===== config.mk =====
export PLATFORM = sky130hd
export DESIGN_NAME = i2s_rx
export DESIGN_NICKNAME = d
export VERILOG_FILES = /design/src/rtl/i2s_pkg.sv /design/src/rtl/i2s_sync_edge.sv /design/src/rtl/i2s_rx.sv
export SDC_FILE = /design/constraint.sdc
export NUM_CORES = 1
export LEC_CHECK = 0
export ABC_AREA = 1
export BUFFER_PORTS_ARGS = -buffer_cell sky130_fd_sc_hd__buf_4
export CAP_MARGIN = 20
export CELL_PAD_IN_SITES_DETAIL_PLACEMENT = 1
export CELL_PAD_IN_SITES_GLOBAL_PLACEMENT = 1
export CORE_UTILIZATION = 37
export DETAILED_ROUTE_END_ITERATION = 12
export PLACE_DENSITY_LB_ADDON = 0.1
export SYNTH_ARGS = -nofsm -noshare
export SYNTH_HDL_FRONTEND = slang
export SYNTH_SLANG_ARGS = --single-unit

===== constraint.sdc =====
create_clock -name i_Clk -period 3.5 [get_ports i_Clk]
set_clock_uncertainty 0.2 [all_clocks]
set_input_delay 0.35 -clock i_Clk [delete_from_list [all_inputs] [get_ports i_Clk]]
set_output_delay 0.35 -clock i_Clk [all_outputs]
set_load 0.01 [all_outputs]

===== src/rtl/i2s_pkg.sv =====
// Shared I2S definitions for the receiver and the transmitter:
// FSM state encodings, channel constants and default frame geometry.
package i2s_pkg;

  typedef enum logic {
    ST_WAIT    = 1'b0,
    ST_CAPTURE = 1'b1
  } state_t;

  localparam logic LEFT_CHANNEL  = 1'b0;
  localparam logic RIGHT_CHANNEL = 1'b1;

  localparam int DEFAULT_WIDTH = 16;
  localparam int DIVISOR       = 512;

endpackage


===== src/rtl/i2s_sync_edge.sv =====
// Multi-stage synchroniser for one asynchronous pin, with an optional
// rising-edge strobe taken from one extra register after the last stage.
// SYNC_STAGES must be at least 2.
module i2s_sync_edge #(
  parameter int SYNC_STAGES = 2,
  parameter bit EDGE_EN     = 1'b0
) (
  input  logic i_Clk,
  input  logic i_Rst,
  input  logic i_Async,
  output logic o_Sync,
  output logic o_Rise
);

  logic [SYNC_STAGES-1:0] sync_q;

  // Shift the raw pin through the synchroniser chain.
  always_ff @(posedge i_Clk) begin
    if (i_Rst) sync_q <= '0;
    else       sync_q <= {sync_q[SYNC_STAGES-2:0], i_Async};
  end

  assign o_Sync = sync_q[SYNC_STAGES-1];

  generate
    if (EDGE_EN) begin : g_edge
      logic prev_q;

      // Remember the previous synced level to detect a low-to-high step.
      always_ff @(posedge i_Clk) begin
        if (i_Rst) prev_q <= 1'b0;
        else       prev_q <= sync_q[SYNC_STAGES-1];
      end

      assign o_Rise = sync_q[SYNC_STAGES-1] & ~prev_q;
    end else begin : g_noedge
      assign o_Rise = 1'b0;
    end
  endgenerate

endmodule


===== src/rtl/i2s_rx.sv =====
// I2S slave receiver: oversamples SCLK/LRCLK/SDOUT, deserialises MSB-first
// left/right words and strobes o_Valid once per completed stereo frame.
// Optional word-length checking with resync is enabled by defining
// I2S_RX_FRAME_CHECK_EN; otherwise o_Frame_Err is tied low.
module i2s_rx
  import i2s_pkg::*;
#(
  parameter int NUM_OF_AMPLITUDE_BITS = DEFAULT_WIDTH,
  parameter int SYNC_STAGES           = 2
) (
  input  logic                             i_Clk,
  input  logic                             i_Rst,
  input  logic                             i_SCLK,
  input  logic                             i_LRCLK,
  input  logic                             i_SDOUT,
  output logic [NUM_OF_AMPLITUDE_BITS-1:0] o_Left,
  output logic [NUM_OF_AMPLITUDE_BITS-1:0] o_Right,
  output logic                             o_Valid,
  output logic                             o_Frame_Err
);

  localparam int W  = NUM_OF_AMPLITUDE_BITS;
  localparam int CW = $clog2(W + 2);
  localparam logic [CW-1:0] CNT_FULL = CW'(W);
  localparam logic [CW-1:0] CNT_SAT  = CW'(W + 1);

  logic sclkRise, lrSync, sdSync;
  logic sclkSync_unused, lrRise_unused, sdRise_unused;

  i2s_sync_edge #(.SYNC_STAGES(SYNC_STAGES), .EDGE_EN(1'b1)) u_sync_sclk (
    .i_Clk(i_Clk), .i_Rst(i_Rst), .i_Async(i_SCLK),
    .o_Sync(sclkSync_unused), .o_Rise(sclkRise)
  );

  i2s_sync_edge #(.SYNC_STAGES(SYNC_STAGES), .EDGE_EN(1'b0)) u_sync_lrclk (
    .i_Clk(i_Clk), .i_Rst(i_Rst), .i_Async(i_LRCLK),
    .o_Sync(lrSync), .o_Rise(lrRise_unused)
  );

  i2s_sync_edge #(.SYNC_STAGES(SYNC_STAGES), .EDGE_EN(1'b0)) u_sync_sdout (
    .i_Clk(i_Clk), .i_Rst(i_Rst), .i_Async(i_SDOUT),
    .o_Sync(sdSync), .o_Rise(sdRise_unused)
  );

  state_t          state_q, state_d;
  logic [W-1:0]    shiftReg_q, shiftReg_d, shiftIn, justified;
  logic [CW-1:0]   bitCnt_q, bitCnt_d, bitCntInc, padShift;
  logic            lrLast_q, lrLast_d;
  logic            wordDone_q, wordDone_d;
  logic            wordLr_q, wordLr_d;
  logic [W-1:0]    word_q, word_d;
  logic [W-1:0]    leftHold_q, left_q, right_q;
  logic            valid_q;
`ifdef I2S_RX_FRAME_CHECK_EN
  logic            lenErr, lenErr_q, frameErr_q;
`endif

  // Shift/count/justify helpers for the bit captured on this sclk_rise.
  always_comb begin
    shiftIn   = (bitCnt_q < CNT_FULL) ? {shiftReg_q[W-2:0], sdSync} : shiftReg_q;
    bitCntInc = (bitCnt_q == CNT_SAT) ? bitCnt_q : bitCnt_q + CW'(1);
    padShift  = (bitCntInc < CNT_FULL) ? (CNT_FULL - bitCntInc) : '0;
    justified = shiftIn << padShift;
`ifdef I2S_RX_FRAME_CHECK_EN
    lenErr    = sclkRise && (state_q == ST_CAPTURE) && (lrSync != lrLast_q) &&
                (bitCntInc != CNT_FULL);
`endif
  end

  // FSM state register.
  always_ff @(posedge i_Clk) begin
    if (i_Rst) state_q <= ST_WAIT;
    else       state_q <= state_d;
  end

  // FSM next state: lock on at the first word-select change; a bad word length drops back to discard mode.
  always_comb begin
    state_d = state_q;
    case (state_q)
      ST_WAIT: begin
        if (sclkRise && (lrSync != lrLast_q)) state_d = ST_CAPTURE;
      end
      ST_CAPTURE: begin
`ifdef I2S_RX_FRAME_CHECK_EN
        if (lenErr) state_d = ST_WAIT;
`endif
      end
      default: state_d = ST_WAIT;
    endcase
  end

  // FSM datapath outputs: shift bits in, and hand a finished word to the output stage at each boundary.
  always_comb begin
    shiftReg_d = shiftReg_q;
    bitCnt_d   = bitCnt_q;
    lrLast_d   = lrLast_q;
    wordDone_d = 1'b0;
    wordLr_d   = wordLr_q;
    word_d     = word_q;
    if (sclkRise) begin
      if (lrSync != lrLast_q) begin
        lrLast_d   = lrSync;
        bitCnt_d   = '0;
        shiftReg_d = '0;
        if (state_q == ST_CAPTURE) begin
          wordDone_d = 1'b1;
          wordLr_d   = lrLast_q;
          word_d     = justified;
        end
      end else if (state_q == ST_CAPTURE) begin
        shiftReg_d = shiftIn;
        bitCnt_d   = bitCntInc;
      end
    end
  end

  // Deserialiser registers.
  always_ff @(posedge i_Clk) begin
    if (i_Rst) begin
      shiftReg_q <= '0;
      bitCnt_q   <= '0;
      lrLast_q   <= 1'b0;
      wordDone_q <= 1'b0;
      wordLr_q   <= 1'b0;
      word_q     <= '0;
    end else begin
      shiftReg_q <= shiftReg_d;
      bitCnt_q   <= bitCnt_d;
      lrLast_q   <= lrLast_d;
      wordDone_q <= wordDone_d;
      wordLr_q   <= wordLr_d;
      word_q     <= word_d;
    end
  end

  // Output stage: park left words, publish the pair when a right word finishes.
  always_ff @(posedge i_Clk) begin
    if (i_Rst) begin
      leftHold_q <= '0;
      left_q     <= '0;
      right_q    <= '0;
      valid_q    <= 1'b0;
    end else begin
      valid_q <= 1'b0;
      if (wordDone_q) begin
        if (wordLr_q == LEFT_CHANNEL) begin
          leftHold_q <= word_q;
        end else begin
          left_q  <= leftHold_q;
          right_q <= word_q;
          valid_q <= 1'b1;
        end
      end
    end
  end

`ifdef I2S_RX_FRAME_CHECK_EN
  // Delay the length error so it lines up with the word's store/valid cycle.
  always_ff @(posedge i_Clk) begin
    if (i_Rst) begin
      lenErr_q   <= 1'b0;
      frameErr_q <= 1'b0;
    end else begin
      lenErr_q   <= lenErr;
      frameErr_q <= lenErr_q;
    end
  end
  assign o_Frame_Err = frameErr_q;
`else
  assign o_Frame_Err = 1'b0;
`endif

  assign o_Left  = left_q;
  assign o_Right = right_q;
  assign o_Valid = valid_q;

endmodule

==> Flow_metrics.wiki <==
{| class="wikitable"
! Metric !! Value
|-
| Status || finished, final reports clean
|-
| Global-route wire length before repair || 20500 um
|-
| Number of filler instances in the final layout || 1590
|-
| Total of max-cap violations || 0
|-
| Number of buffers inserted during clock tree synthesis || 9
|-
| TritonCTS clock tree || done
|-
| Setup violation total in the final timing report || 0
|-
| CTS H-Tree Depth || 3
|-
| Cell at the root of the clock tree || sky130_fd_sc_hd__clkbuf_16
|-
| Setup repair after global routing missed its margin || no
|-
| Skew-Pair Late Insertion Delay || roughly 0.35 ns
|-
| Total congestion overflow after global routing || 0
|-
| Critical-path maximum fanout || 22
|-
| Hold Path End || u_sync_sdout.sync_q[0]$_SDFF_PP0_
|-
| Clk pin slew, worst setup/hold paths || 0.07 ns
|-
| Number of cells produced by synthesis || 682
|-
| Maximum number of pins on one net before global-route repair || 45
|-
| Area share of the largest cell type after synthesis || a little over two fifths
|-
| Part of the power in registers || a little over half
|-
| Number of enable-type register cells in the synthesized netlist || 0
|-
| FF+latch area || a little under 0.002 mm2
|-
| Number of remaining DRC errors || 0
|-
| Final cycle utilization of the critical path || 84.8%
|-
| Max transition margin || 37.3%
|-
| Max-slew violation total from the final report || 0
|-
| Start point of the worst min-delay path || i_SDOUT
|-
| Aggregate global-route resource usage || 19.9%
|-
| Post-synth cell types || 31
|-
| Most instantiated library cell after synthesis || sky130_fd_sc_hd__nand2_1
|-
| Crit path arrival time || 2.99 ns
|-
| Hold Path Cell Cnt || 3
|-
| Final Hold Fails || 0
|-
| Estimated wirelength of the detail-placed design || 8680 um
|-
| R2r worst-path depth || 13
|-
| Initial Util || 38.3%
|-
| Leakage dissipation || 2.11 nW
|-
| Combined area of all synthesized cells || 0.00463 mm2
|-
| Number of nets produced by synthesis || approximately 700
|-
| Vias in the first global route || approximately 4200
|-
| Capture instance of the worst register-to-register path || word_q[11]$_SDFFE_PP0P_
|-
| Mean Syn Cell Area || 6.80 um2
|-
| Antenna violations before repair || 0
|-
| Synth Flop Type || sky130_fd_sc_hd__dfxtp_1
|-
| Final weighted congestion of routability-driven global placement || 0.848
|-
| Tightest Pin Transition || 0.940 ns
|-
| Average detailed-routed wire length per instance || 14.0 um
|-
| Fraction of final layout cells sized beyond drive strength 1 || 12.8%
|-
| Required time of the worst setup path || between 3 and 4 ns
|-
| First-iteration detailed-routing DRC count || 226
|-
| Proportion of synthesized chip area in sequential cells || 41.9%
|-
| Port Buffers || 37
|-
| Antenna Violating Nets Remaining || 0
|-
| Maximum ir drop on the vdd rail || ~0.00022 V
|-
| Category of the critical setup timing path || reg2reg
|-
| Setup TNS || 0 ns
|-
| Post-cts repair resize count || 0
|-
| Ranking of synthesized cells by instance count || sky130_fd_sc_hd__nand2_1, sky130_fd_sc_hd__nor2_1, sky130_fd_sc_hd__dfxtp_1
|-
| Antenna fix cells || 0
|-
| Total area of multi-input combinational cells || 0.00226 mm2
|-
| Number of nets at the end of the flow || 708
|-
| Net Switching || 0.000501 W
|-
| Endpoint kind of the worst setup timing path || flop
|-
| Portion of total power attributed to combinational logic || 2.6%
|-
| Standard cell core area || 0.0121 mm2
|-
| Area growth from synthesis to layout || 14.1%
|-
| Fraction of power spent switching nets || 23.5%
|-
| Power per cell area || 404 mW/mm2
|-
| Worst min-delay path class || in2reg
|-
| Proportion of synthesized flip-flops having asynchronous set or reset || 0%
|-
| Count of warnings emitted by yosys || 0
|-
| Worst-case clock buffer depth || 2
|-
| Synth Register Bits || 97
|-
| Pre-Repair DR Iteration Count || 4
|-
| Total power of the final layout || 0.00214 W
|-
| Post-synth top area cell || sky130_fd_sc_hd__dfxtp_1
|-
| Number of clock sinks || 97
|-
| Startpoint of the lowest-slack register-to-register path || bitCnt_q[0]$_SDFFE_PP0P_
|-
| Post-DR vias/cell || 4.97
|-
| Setup slack on the worst flop-to-flop path || 0.53 ns
|-
| Number of primary I/O pins || 39
|-
| Setup crit start kind || flop
|-
| Cell-internal power || 0.00163 W
|-
| # rows || 40
|-
| Die X-Extent || approximately 110 um
|-
| Die boundary height || about 110 um
|-
| F_max || 337 MHz
|-
| Routed vias || between 4000 and 5000
|-
| Clock network fraction of total power || about 46%
|-
| Top area cells in the synthesized netlist || sky130_fd_sc_hd__dfxtp_1, sky130_fd_sc_hd__nand2_1, sky130_fd_sc_hd__nor2_1
|-
| Final period demand of the worst path || between 2 and 3 ns
|-
| DIE AREA || 0.0130 mm2
|-
| Aggregate routed wire length || ~12000 um
|}
-- repair_timing --
item                      in CTS  in global routing
hold endpoints to repair       2                  0
setup buffers                  0                  0
hold buffers                   2                  0
-- worst max-delay path: stages, from the launching register on --
cell	delay (ns)
sky130_fd_sc_hd__dfxtp_1	0.47
sky130_fd_sc_hd__ha_1	0.19
sky130_fd_sc_hd__nand2_1	0.05
sky130_fd_sc_hd__inv_1	0.15
sky130_fd_sc_hd__nand3_1	0.14
sky130_fd_sc_hd__nand2_2	0.12
sky130_fd_sc_hd__nand4_2	0.13
sky130_fd_sc_hd__nand2_2	0.36
sky130_fd_sc_hd__nand3_2	0.43
sky130_fd_sc_hd__nand2_1	0.21
sky130_fd_sc_hd__nand2_1	0.09
sky130_fd_sc_hd__nand3_1	0.08
sky130_fd_sc_hd__and2_1	0.15
sky130_fd_sc_hd__a21oi_2	0.05
-- worst max-delay path by stage --
stage / to / start / cells after the start / slack (ns)
2_1_floorplan: word_q[10]$_SDFFE_PP0P_ / bitCnt_q[0]$_SDFFE_PP0P_ / 16 / 0.90
3_3_place_gp: word_q[12]$_SDFFE_PP0P_ / bitCnt_q[0]$_SDFFE_PP0P_ / 16 / 0.70
3_5_place_dp: word_q[11]$_SDFFE_PP0P_ / bitCnt_q[0]$_SDFFE_PP0P_ / 13 / 0.53
4_1_cts: word_q[11]$_SDFFE_PP0P_ / bitCnt_q[0]$_SDFFE_PP0P_ / 13 / 0.53
5_1_grt: word_q[12]$_SDFFE_PP0P_ / bitCnt_q[0]$_SDFFE_PP0P_ / 14 / 0.18
6_report: word_q[11]$_SDFFE_PP0P_ / bitCnt_q[0]$_SDFFE_PP0P_ / 13 / 0.53
-- metal layers --
| layer | GRT usage [%] | vias up | wire length (um) | share of wire [%] |
|---|---|---|---|---|
| met2 | 34.8 | 47 | 6080 | 50 |
| met5 | 0 | - | 0 | 0 |
| met4 | 7.79 | 0 | 236 | 1.9 |
| met3 | 3.03 | 17 | 265 | 2.2 |
| li1 | - | 2216 | - | - |
| met1 | 24.5 | 2061 | 5640 | 46 |
-- stage by stage --
step	cells	utilization (%)	cell area (um2)	setup WS, ns	hold slack, ns
after floorplan	682	-	4630	0.903	0.188
after global placement	855	41.1	4980	0.696	0.190
after detailed placement	855	41.1	4980	0.534	0.201
after CTS	873	43.7	5290	0.530	0.00690
after global routing	873	43.7	5290	0.183	0.0167
final	873	43.7	5290	0.532	0.00668
-- power by group through the flow --
stage	Combinational (W)	Clock, W	Sequential [W]
final	0.0000550	0.000971	0.00111
after global routing	0.0000630	0.00105	0.00111
after CTS	0.0000560	0.000994	0.00111
after detailed placement	0.0000540	0	0.00113
after global placement	0.0000521	0	0.00113
after floorplan	0.0000376	0	0.00113
-- placed cells by master (no fill, tap or decap), types with 4 or more instances in the layout --
cell and instances:
sky130_fd_sc_hd__a21oi_1 36, sky130_fd_sc_hd__nand2_1 158, sky130_fd_sc_hd__o21ai_0 67, sky130_fd_sc_hd__nand4_1 20
sky130_fd_sc_hd__nor2_4 4, sky130_fd_sc_hd__inv_1 56, sky130_fd_sc_hd__buf_4 43, sky130_fd_sc_hd__nand3_2 5
sky130_fd_sc_hd__nand3_1 53, sky130_fd_sc_hd__nor2_1 113, sky130_fd_sc_hd__dfxtp_1 97, sky130_fd_sc_hd__clkbuf_16 9
sky130_fd_sc_hd__nand2_2 10
-- final cells by class --
type	count	share of cell area, %
flip-flops and latches	97	36.7
clock inverters	6	0.923
inverters	61	4.33
clock buffers	10	4.52
multi-input cells	485	42.7
repair buffers	46	6.86
well taps	168	3.98
-- cells by family (layout without fill, tap and decap cells) --
kind of cell,after synthesis,count (layout),synth area share [%]
AO/OA/AOI/OAI,110,110,12.2
XOR/XNOR,1,1,0.189
adder cells (fa/ha/maj),3,3,0.810
buffers and inverters,100,123,9.53
flip-flops,97,97,41.9
other,1,1,0.0809
AND/OR/NAND/NOR,370,370,35.3
-- state kept, by name, indices dropped and copies added, names as in the netlist, 5 cells and up --
signal	flops
bitCnt_q	5
leftHold_q	16
o_Left	16
o_Right	16
shiftReg_q	16
word_q	16
No activity file was read; power rests on OpenSTA's default activity.
